`src/rtl/fetch_unit_pkg.sv`:
```
// fetch_unit_pkg: shared fetch-stage state encoding and constants
package fetch_unit_pkg;
  localparam int INST_W = 32;
  localparam logic [31:0] RESET_PC_DEF = 32'h0000_0000;
  localparam logic [31:0] PC_INC = 32'd4;
  typedef enum logic [1:0] {IDLE, REQ, WAIT, HOLD} fetch_state_e;
endpackage

```
`src/rtl/fetch_unit.sv`:
```
// fetch_unit: single-outstanding instruction fetch front end with redirect squash
module fetch_unit
  import fetch_unit_pkg::*;
#(
  parameter logic [31:0] RESET_PC = RESET_PC_DEF,
  parameter int CNT_W = 32
) (
  input  logic              clk,
  input  logic              rst,
  input  logic              redirect_valid,
  input  logic [31:0]       redirect_pc,
  output logic              imem_req_valid,
  input  logic              imem_req_ready,
  output logic [31:0]       imem_req_addr,
  input  logic              imem_rsp_valid,
  input  logic [INST_W-1:0] imem_rsp_data,
  output logic              inst_valid,
  input  logic              inst_ready,
  output logic [INST_W-1:0] inst_data,
  output logic [31:0]       inst_pc,
  output logic [31:0]       inst_pc_plus_4,
  output logic [CNT_W-1:0]  fetch_count,
  output logic [15:0]       squash_count
);
  fetch_state_e state_q, state_d;
  logic [31:0] pc_q, pc_d, buf_pc_q, buf_pc_d, buf_pc4_q, buf_pc4_d;
  logic [INST_W-1:0] buf_q, buf_d;
  logic drop_q, drop_d, squash;
  logic [CNT_W-1:0] fcnt_q, fcnt_d;
  logic [15:0] scnt_q, scnt_d;
  logic [31:0] tgt, pc_inc;
  logic hs;
  assign tgt = redirect_pc & ~32'h3;
  assign pc_inc = pc_q + PC_INC;
  assign imem_req_valid = state_q == REQ;
  assign imem_req_addr = pc_q;
  assign hs = imem_req_valid & imem_req_ready;
  assign inst_valid = (state_q == HOLD) & ~redirect_valid;
  assign inst_data = buf_q;
  assign inst_pc = buf_pc_q;
  assign inst_pc_plus_4 = buf_pc4_q;
  assign fetch_count = fcnt_q;
  assign squash_count = scnt_q;
  // next-state: request, wait for the word, hold it for decode; redirects squash wrong-path work
  always_comb begin
    state_d = state_q;
    pc_d = pc_q;
    drop_d = drop_q;
    buf_d = buf_q;
    buf_pc_d = buf_pc_q;
    buf_pc4_d = buf_pc4_q;
    fcnt_d = fcnt_q;
    squash = 1'b0;
    case (state_q)
      IDLE: state_d = REQ;
      REQ: begin
        pc_d = redirect_valid ? tgt : pc_q;
        drop_d = drop_q | (hs & redirect_valid);
        state_d = hs ? WAIT : REQ;
      end
      WAIT: begin
        if (imem_rsp_valid && (drop_q || redirect_valid)) begin
          squash = 1'b1;
          drop_d = 1'b0;
          pc_d = redirect_valid ? tgt : pc_q;
          state_d = REQ;
        end else if (imem_rsp_valid) begin
          buf_d = imem_rsp_data;
          buf_pc_d = pc_q;
          buf_pc4_d = pc_inc;
          pc_d = pc_inc;
          state_d = HOLD;
        end else if (redirect_valid) begin
          pc_d = tgt;
          drop_d = 1'b1;
        end
      end
      HOLD: begin
        if (redirect_valid) begin
          pc_d = tgt;
          squash = 1'b1;
          state_d = REQ;
        end else if (inst_ready) begin
          fcnt_d = fcnt_q + CNT_W'(1);
          state_d = REQ;
        end
      end
      default: state_d = IDLE;
    endcase
    scnt_d = scnt_q + {15'd0, squash & ~&scnt_q};
  end
  // state, PC, buffer and counters; reset abandons any outstanding request
  always_ff @(posedge clk or posedge rst) begin
    if (rst) begin
      state_q <= IDLE;
      pc_q <= RESET_PC;
      drop_q <= 1'b0;
      buf_q <= '0;
      buf_pc_q <= '0;
      buf_pc4_q <= '0;
      fcnt_q <= '0;
      scnt_q <= '0;
    end else begin
      state_q <= state_d;
      pc_q <= pc_d;
      drop_q <= drop_d;
      buf_q <= buf_d;
      buf_pc_q <= buf_pc_d;
      buf_pc4_q <= buf_pc4_d;
      fcnt_q <= fcnt_d;
      scnt_q <= scnt_d;
    end
  end
endmodule
```
`config.mk`:
```
export PLATFORM = sky130hd
export DESIGN_NAME = fetch_unit
export DESIGN_NICKNAME = d
export VERILOG_FILES = /design/src/rtl/fetch_unit_pkg.sv /design/src/rtl/fetch_unit.sv
export SDC_FILE = /design/constraint.sdc
export NUM_CORES = 1
export LEC_CHECK = 0
export CORE_MARGIN = 2
export CORE_UTILIZATION = 32
export DETAILED_ROUTE_END_ITERATION = 10
export HOLD_SLACK_MARGIN = 0.02
export PLACE_DENSITY = 0.68
export SLEW_MARGIN = 20
export SYNTH_ARGS = -nofsm -noshare
export SYNTH_HDL_FRONTEND = slang
export SYNTH_SLANG_ARGS = --single-unit
```
`constraint.sdc`:
```
create_clock -name clk -period 12.3 [get_ports clk]
set_input_delay 1.23 -clock clk [delete_from_list [all_inputs] [get_ports clk]]
set_output_delay 1.23 -clock clk [all_outputs]
set_load 0.05 [all_outputs]
```
==> results of run 1 <==
==> worst max-delay path: cells and delay by family <==
kind,cells,cell delay (ns)
and+or+nand+nor,1,0.40
buffers and inverters,2,1.72
==> flip-flops by register name, indices dropped and copies added (netlist names) <==
name            flops
drop_q              1
inst_pc_plus_4     30
imem_req_addr      32
inst_pc            32
squash_count       16
state_q             2
fetch_count        32
inst_data          32
==> worst paths after layout <==
path | from | end | cells past startpoint
max reg2reg | imem_req_addr[2] | imem_req_addr[30] | 6
max in group asynchronous | rst | inst_pc_plus_4[22] | 4
min reg2reg | fetch_count[31] | fetch_count[31] | 1
max | redirect_valid | inst_valid | 3
min | fetch_count[31] | fetch_count[31] | 1
min in group asynchronous | rst | inst_data[23] | 2
==> logic make-up (layout without fill, tap and decap cells) <==
| logic type | Yosys count | count (layout) | share of synthesized area (%) |
|---|---|---|---|
| compound gates | 117 | 117 | 9.33 |
| simple gates | 215 | 215 | 14.3 |
| buf+inv | 62 | 302 | 3.62 |
| xor+xnor | 73 | 73 | 7.84 |
| fa+ha+maj | 9 | 9 | 1.38 |
| flops | 177 | 177 | 54.3 |
| mux | 67 | 67 | 9.23 |
==> layer usage <==
metal	GRT usage, %	part of all wire [%]
met5	0	0
met4	3.87	1.1
met3	5.69	8.2
met2	26.9	47
met1	22.6	43
==> metrics by stage <==
| stage | cells | instance area [µm²] | power (W) |
|---|---|---|---|
| final | 1290 | 11400 | 0.00293 |
| after global routing | 1290 | 11400 | 0.00308 |
| after CTS | 1290 | 11400 | 0.00296 |
| after detailed placement | 1258 | 10900 | 0.00242 |
| after global placement | 1258 | 10900 | 0.00240 |
| after floorplan | 720 | 8160 | 0.00191 |
==> final cells by class <==
cell class	count	area (µm²)
multi-input cells	481	3450
fillers	2399	13700
well taps	330	413
repair buffers	253	2520
clock inverters	11	104
inverters	17	68.8
flip-flops and latches	177	4430
clock buffers	21	460
==> where the power goes <==
group          leakage (nW)  internal (W)  switching [W]
sequential             2.32      0.000755       0.000202
clock                 0.262      0.000291       0.000238
combinational          2.21      0.000506       0.000936
total                  4.79       0.00155        0.00137
==> layout by cell type, fill, tap and decap left out, types with 3 or more instances in the layout <==
| cell | instances |
|---|---|
| mux2_2 | 66 |
| a21oi_1 | 54 |
| a32oi_1 | 5 |
| nand2_1 | 37 |
| nor2_1 | 58 |
| nor3_1 | 11 |
| and3_1 | 11 |
| nand2b_1 | 3 |
| clkbuf_16 | 17 |
| xnor2_1 | 48 |
| and4_1 | 11 |
| dfrtp_1 | 177 |
| clkdlybuf4s50_1 | 245 |
| nor4_1 | 7 |
| nand4_1 | 18 |
| nor3b_1 | 3 |
| o22a_1 | 14 |
| o21ai_0 | 10 |
| nand3_1 | 31 |
| inv_1 | 15 |
| a211o_1 | 4 |
| clkinvlp_4 | 5 |
| xor2_1 | 25 |
| o22ai_1 | 9 |
| nor2b_1 | 4 |
| and2_1 | 6 |
| o21a_1 | 4 |
| ha_1 | 9 |
| buf_4 | 7 |
==> cell usage after synthesis, drive strengths merged, types with 2 or more instances <==
cell,instances,area [µm²]
dfrtp,177,4430
mux2,66,743
nor2,58,218
a21oi,55,279
xnor2,48,420
nand2,37,139
nand3,32,165
buf,31,179
xor2,25,219
nand4,19,134
inv,16,60.1
clkbuf,14,52.6
o22a,14,123
nor3,13,81.3
and3,12,80.1
and4,12,108
nor4,10,83.8
o21ai,10,50.1
ha,9,113
o22ai,9,56.3
and2,6,37.5
a32oi,5,43.8
a211o,4,35.0
nor2b,4,25.0
o21a,4,30.0
nand2b,3,18.8
nor3b,3,22.5
o31ai,3,36.3
a31oi,2,12.5
o32a,2,20.0
o32ai,2,17.5
or3,2,17.5
or4,2,18.8
==> flow_metrics.env, run 1 <==
export IMPL_drc=0
export IMPL_grt_pass1_vias=6332
export IMPL_tightest_slew_ns=0.864
export IMPL_ys_ff_latch=177
export IMPL_skew_ns=0.0107
export IMPL_tritoncts="yes"
export IMPL_cts_resized=0
export IMPL_slew_violations=0
export IMPL_crit_type="input pin to output port"
export IMPL_syn_inst=720
export IMPL_cp_cell_sequence="clkdlybuf4s50_1, nor2b_1, clkdlybuf4s50_1"
export IMPL_cts_buffers=17
export IMPL_power_leakage_nw=4.79
export IMPL_ff2ff_setup_slack_ns=9.78
export IMPL_root_buffer="clkbuf_16"
export IMPL_cp_slowest_stage_delay_ns=0.89
export IMPL_crit_path_start_kind="input pin"
export IMPL_dp_hpwl_mm=16.2
export IMPL_die_y_um=164
export IMPL_synth_edf_count=0
export IMPL_dieArea_mm2=0.0268
export IMPL_finalCritPeriodShare_pct=37.2
export IMPL_grt_start_max_net_pins=80
export IMPL_die_w_um=164
export IMPL_period_minus_slack_ns=4.58
export IMPL_routed_wirelength_mm=22.6
export IMPL_synth_nets=799
export IMPL_wl_per_cell_um=17.5
export IMPL_std_cell_rows=58
export IMPL_finalWorstSetupSlack_ns=7.72
export IMPL_htree_levels=4
export IMPL_ys_types=59
export IMPL_ir_worst_vdd_mv=0.124
export IMPL_p_per_area_mw_per_mm2=256
export IMPL_min_path_type="flip-flop to flip-flop"
export IMPL_crit_fanout=16
export IMPL_hold_buffers=0
export IMPL_drive_gt1_share_pct=12.4
export IMPL_port_buffers=245
export IMPL_insertion_delay_ns=0.42
export IMPL_io_pins=248
export IMPL_outcome="completed"
export IMPL_detail_route_first_pass_iterations=5
export IMPL_vias_per_cell=4.93
export IMPL_async_flop_share_pct=100
export IMPL_synth_cell_area_mm2=0.00816
export IMPL_setup_viol=0
export IMPL_max_cap_viol_count=0
export IMPL_place_ws_ns=7.71
export IMPL_clkSlewWorstSetupHoldPaths_ns=0.07
export IMPL_hold_viol=0
export IMPL_fin_util_pct=45.6
export IMPL_worstPathRequired_ns=11.07
export IMPL_drtIter0Drc=377
export IMPL_yosysSeqAreaShare_pct=54.3
export IMPL_clk_path_buf_depth=2
export IMPL_track_usage_pct=17.0
export IMPL_drtAntennaViolNets=0
export IMPL_timing_slew_headroom_pct=42.4
export IMPL_arrival_ns=3.35
export IMPL_diodes=0
export IMPL_post_cts_setup_buffer_count=0
export IMPL_clock_fmax_mhz=218
export IMPL_yosysWarnings=0
export IMPL_core_mm2=0.0251
export IMPL_synth_flop_cell="dfrtp_1"
export IMPL_avgSynthCellArea_um2=11.3
export IMPL_crit_top_cell="clkdlybuf4s50_1"
export IMPL_rsz0062_at_grt="false"
export IMPL_area_growth_pct=40.2
export IMPL_overflow=0
export IMPL_fin_tns_setup_ns=0
export IMPL_antenna_found_initial=0
export IMPL_worst_hold_slack_ns=0.490
export IMPL_cp_end_kind="output port"
export IMPL_grt_pass1_wl_mm=35.5
export IMPL_start_util_pct=32.5
export IMPL_clock_sinks=177
export IMPL_slowest_stage="clkdlybuf4s50_1"
export IMPL_nets=1026
export IMPL_gp_routability_congestion=0.782
export IMPL_via_count=6357
(Power assumes the default switching activity.)
==> inputs of run 2 (changes only) <==
Settings changed: PLACE_DENSITY 0.68 to 0.7.
Clock period 12.3 ns to 3.8 ns, I/O delays scaled along.
==> run 2 against run 1 <==
Compared with the run above:
- clock power rose to 3.6 times the previous value
- first-iteration DRC count is 14% lower
- sequential share of layout area shrank 0.40 points
- critical path depth increased by 3
- critical endpoint is now imem_req_addr[10]
- worst hold slack lost 0.12 ns
- clock skew is 0.0023 ns higher
- sequential power increased to 3.3 times the previous value
- design area up 1.1%
- core utilization grew 0.48 points
==> flow_metrics.env, run 2 (same netlist as run 1, synthesis figures left out) <==
export IMPL_cp_end_kind="flip-flop"
export IMPL_post_cts_setup_buffer_count=0
export IMPL_tightest_slew_ns=0.854
export IMPL_cp_slowest_stage_delay_ns=0.72
export IMPL_fin_total_pwr_w=0.00970
export IMPL_drtAntennaViolNets=0
export IMPL_outcome="completed"
export IMPL_rsz0062_at_grt="false"
export IMPL_ff2ff_setup_slack_ns=1.17
export IMPL_vias_per_cell=5.00
export IMPL_wl_per_cell_um=17.6
export IMPL_root_buffer="clkbuf_16"
export IMPL_drtIter0Drc=324
export IMPL_std_cell_rows=58
export IMPL_drive_gt1_share_pct=12.6
export IMPL_final_common_cell="clkdlybuf4s50_1"
export IMPL_timing_slew_headroom_pct=43.0
export IMPL_worst_hold_slack_ns=0.370
export IMPL_drc=0
export IMPL_dp_hpwl_mm=15.8
export IMPL_period_minus_slack_ns=2.63
export IMPL_clkSlewWorstSetupHoldPaths_ns=0.07
export IMPL_overflow=0
export IMPL_insertion_delay_ns=0.42
export IMPL_clock_sinks=177
export IMPL_ir_worst_vdd_mv=0.441
export IMPL_routed_wirelength_mm=22.7
export IMPL_die_w_um=164
export IMPL_setup_viol=0
export IMPL_detail_route_first_pass_iterations=6
export IMPL_hold_buffers=0
export IMPL_clk_path_buf_depth=2
export IMPL_place_area_mm2=0.0109
export IMPL_via_count=6470
export IMPL_skew_ns=0.0131
export IMPL_core_mm2=0.0251
export IMPL_nets=1027
export IMPL_slew_violations=0
export IMPL_hold_viol=0
export IMPL_crit_reg2reg_launch="state_q[1]"
export IMPL_cts_resized=0
export IMPL_htree_levels=4
export IMPL_area_growth_pct=41.7
export IMPL_clock_fmax_mhz=380
export IMPL_grt_pass1_vias=6433
export IMPL_worstPathRequired_ns=4.11
export IMPL_finalCritPeriodShare_pct=69.2
export IMPL_port_buffers=245
export IMPL_mostFrequentLayoutCells="clkdlybuf4s50_1, dfrtp_1, mux2_2, nor2_1, a21oi_1"
export IMPL_p_per_area_mw_per_mm2=839
export IMPL_power_leakage_nw=4.86
export IMPL_start_util_pct=32.5
export IMPL_tritoncts="yes"
export IMPL_crit_path_start_kind="flip-flop"
export IMPL_grt_start_max_net_pins=178
export IMPL_cts_buffers=17
export IMPL_slowest_stage="o31a_1"
export IMPL_crit_fanout=13
export IMPL_die_y_um=164
export IMPL_max_cap_viol_count=0
export IMPL_reg2reg_depth=6
export IMPL_min_path_type="input pin to asynchronous set/reset pin"
export IMPL_io_pins=248
export IMPL_gp_routability_congestion=0.789
export IMPL_design_area_mm2=0.0116
export IMPL_track_usage_pct=16.9
export IMPL_fin_tns_setup_ns=0
export IMPL_arrival_ns=2.94
export IMPL_dieArea_mm2=0.0268
export IMPL_r2r_end="imem_req_addr[10]"
export IMPL_cp_cell_sequence="inv_1, ha_1, nand2b_1, o31a_1, a21oi_1, o22a_1"
export IMPL_grt_pass1_wl_mm=35.4
export IMPL_crit_type="flip-flop to flip-flop"
export IMPL_antenna_found_initial=2
run 2: cell count changes in the layout (fill, tap and decap cells not counted), sizes merged:
| cell | previous run | this run |
|---|---|---|
| buf | 8 | 9 |
| bufinv | 1 | 4 |
| clkbuf | 21 | 17 |
| clkinv | 5 | 6 |
| clkinvlp | 5 | 2 |
| diode | 0 | 3 |
| inv | 17 | 19 |
run 2: stage by stage:
| stage | cells | setup slack [ns] | utilization, % |
|---|---|---|---|
| 2_1_floorplan | 720 | 1.15 | - |
| 3_3_place_gp | 1258 | 1.14 | 43.4 |
| 3_5_place_dp | 1258 | 1.11 | 43.4 |
| 4_1_cts | 1289 | 1.15 | 45.9 |
| 5_1_grt | 1291 | 1.02 | 46.0 |
| 6_report | 1293 | 1.17 | 46.0 |
run 2: cell type report:
| type | count | area (µm²) |
|---|---|---|
| clock buffers | 17 | 425 |
| inverters | 17 | 67.6 |
| repair buffers | 254 | 2560 |
| well taps | 330 | 413 |
| multi-input cells | 481 | 3450 |
| fillers | 2327 | 13600 |
| flip-flops and latches | 177 | 4430 |
| diodes | 3 | 7.51 |
| clock inverters | 14 | 204 |
run 2: routing by layer:
| layer | track usage (%) | vias up | wire (µm) |
|---|---|---|---|
| met1 | 22.3 | 3209 | 9940 |
| li1 | - | 3006 | - |
| met2 | 26.5 | 233 | 10700 |
| met4 | 5.46 | 0 | 399 |
| met5 | 0 | - | 0 |
| met3 | 5.23 | 22 | 1720 |
run 2: critical path, delay by kind of cell (launching register included):
family,cells,cell delay (ns)
AO/OA/AOI/OAI,3,1.04
AND/OR/NAND/NOR,1,0.53
adder cells (fa/ha/maj),1,0.45
flip-flops,1,0.40
buffers and inverters,1,0.11
run 2: where the power goes:
part,switching (W),internal [W],total [W]
Combinational,0.00303,0.00164,0.00467
Clock,0.000806,0.00111,0.00192
Sequential,0.000663,0.00244,0.00311
Total,0.00450,0.00520,0.00970
run 2: worst max path at each step:
stage / from / slack [ns] / end
detailed placement: imem_rsp_valid / 1.11 / imem_req_addr[26]
finish: state_q[1] / 1.17 / imem_req_addr[10]
global route: state_q[1] / 1.02 / imem_req_addr[10]
CTS: state_q[1] / 1.15 / imem_req_addr[18]
global placement: imem_rsp_valid / 1.14 / imem_req_addr[26]
floorplan: rst / 1.15 / drop_q
==> inputs of run 3 (changes only) <==
Settings changed: PLACE_DENSITY 0.7 to 0.68.
Clock period 3.8 ns to 2.5 ns, I/O delays scaled along.
==> run 3 against run 2 <==
Compared with the run above:
- critical path depth fell by 3
- critical endpoint is now imem_req_valid
- sequential share of layout area shrank 0.62 points
- largest power group unchanged
- die area did not move
- critical path type is now flip-flop to output port
- worst setup slack got worse by 1.0 ns
==> flow_metrics.env, run 3 (same netlist as run 1, synthesis figures left out) <==
export IMPL_slowest_stage="clkdlybuf4s50_1"
export IMPL_tritoncts="yes"
export IMPL_design_area_mm2=0.0117
export IMPL_detail_route_first_pass_iterations=5
export IMPL_crit_fanout=5
export IMPL_worstPathRequired_ns=2.25
export IMPL_drtIter0Drc=410
export IMPL_root_buffer="clkbuf_16"
export IMPL_clk_path_buf_depth=2
export IMPL_final_common_cell="clkdlybuf4s50_1"
export IMPL_start_util_pct=32.5
export IMPL_routed_wirelength_mm=22.9
export IMPL_skew_ns=0.00981
export IMPL_ir_worst_vdd_mv=0.672
export IMPL_vias_per_cell=4.93
export IMPL_place_area_mm2=0.0111
export IMPL_htree_levels=4
export IMPL_clkSlewWorstSetupHoldPaths_ns=0.06
export IMPL_drtAntennaViolNets=0
export IMPL_die_y_um=164
export IMPL_rsz0062_at_grt="false"
export IMPL_dieArea_mm2=0.0268
export IMPL_crit_path_start_kind="flip-flop"
export IMPL_crit_type="flip-flop to output port"
export IMPL_arrival_ns=2.08
export IMPL_overflow=0
export IMPL_timing_slew_headroom_pct=52.9
export IMPL_grt_start_max_net_pins=73
export IMPL_insertion_delay_ns=0.42
export IMPL_die_w_um=164
export IMPL_via_count=6500
export IMPL_cp_end_kind="output port"
export IMPL_finalCritPeriodShare_pct=93.2
export IMPL_area_growth_pct=44.0
export IMPL_std_cell_rows=58
export IMPL_mostFrequentLayoutCells="clkdlybuf4s50_1, dfrtp_1, mux2_2, nor2_1, a21oi_1"
export IMPL_gr_usage_met1_pct=22.9
export IMPL_io_pins=248
export IMPL_drc=0
export IMPL_top_usage_layer="met2"
export IMPL_clock_fmax_mhz=429
export IMPL_core_mm2=0.0251
export IMPL_post_cts_setup_buffer_count=0
export IMPL_hold_buffers=0
export IMPL_critPathTopFamily="buffers and inverters"
export IMPL_setup_viol=0
export IMPL_nets=1053
export IMPL_use_met3_pct=5.21
export IMPL_grt_pass1_vias=6496
export IMPL_tightest_slew_ns=0.706
export IMPL_finalWorstSetupSlack_ns=0.171
export IMPL_p_per_area_mw_per_mm2=1260
export IMPL_cts_resized=0
export IMPL_max_cap_viol_count=0
export IMPL_slew_violations=0
export IMPL_period_minus_slack_ns=2.33
export IMPL_track_usage_pct=17.3
export IMPL_cp_num_buf_inv=2
export IMPL_dp_hpwl_mm=16.5
export IMPL_outcome="completed"
export IMPL_min_path_type="input pin to asynchronous set/reset pin"
export IMPL_cts_buffers=17
export IMPL_fin_tns_setup_ns=0
export IMPL_hold_viol=0
export IMPL_port_buffers=245
export IMPL_clock_sinks=177
export IMPL_wl_per_cell_um=17.3
export IMPL_gp_routability_congestion=0.805
export IMPL_cp_cell_sequence="inv_1, ha_1, clkdlybuf4s50_1"
export IMPL_drive_gt1_share_pct=15.2
export IMPL_grt_pass1_wl_mm=36.0
export IMPL_place_ws_ns=0.108
export IMPL_antenna_found_initial=2
export IMPL_cp_slowest_stage_delay_ns=0.91
export IMPL_power_leakage_nw=4.97
export IMPL_gr_usage_met2_pct=26.9
-- run 3: cell count changes in the layout (fill, tap and decap cells not counted), moves of 2 or more --
cell,before,now
buf_12,2,6
buf_4,6,30
bufinv_16,4,2
clkbuf_1,0,2
clkbuf_8,0,2
inv_8,2,0
-- run 3: path summary, 6_finish.rpt --
check / start / end / slack, ns / depth (start not counted)
max: state_q[1] / imem_req_valid / 0.17 / 3
max reg2reg: imem_req_addr[2] / imem_req_addr[30] / 0.23 / 6
max in group asynchronous: rst / fetch_count[7] / 1.55 / 3
min in group clk: redirect_pc[14] / imem_req_addr[14] / 0.41 / 3
min: rst / inst_data[16] / 0.23 / 2
min reg2reg: fetch_count[21] / fetch_count[21] / 0.49 / 1
-- run 3: cell type report --
class,count,area (µm²)
tap,330,413
antenna,2,5.00
inverter,17,67.6
sequential,177,4430
multi-input combinational,481,3460
fill,2326,13400
timing repair buffer,280,2790
clock buffer,21,460
clock inverter,11,129
-- run 3: metrics by stage --
step	hold WS [ns]	total power (W)	utilization, %	instances
finish	0.233	0.0148	46.8	1319
global route	0.252	0.0155	46.8	1318
global placement	0.464	0.0120	44.4	1285
CTS	0.227	0.0149	46.7	1317
detailed placement	0.483	0.0121	44.4	1285
floorplan	0.402	0.00939	-	720
-- run 3: report_power, final --
part           switching [W]  internal, W
Clock                0.00117      0.00154
Sequential          0.000802      0.00372
Combinational        0.00486      0.00269
-- run 3: per-layer routing --
| layer | vias to the layer above | part of all wire (%) |
|---|---|---|
| met5 | - | 0.048 |
| met1 | 3217 | 44 |
| met2 | 194 | 47 |
| li1 | 3064 | - |
| met4 | 2 | 2.2 |
| met3 | 23 | 7.2 |
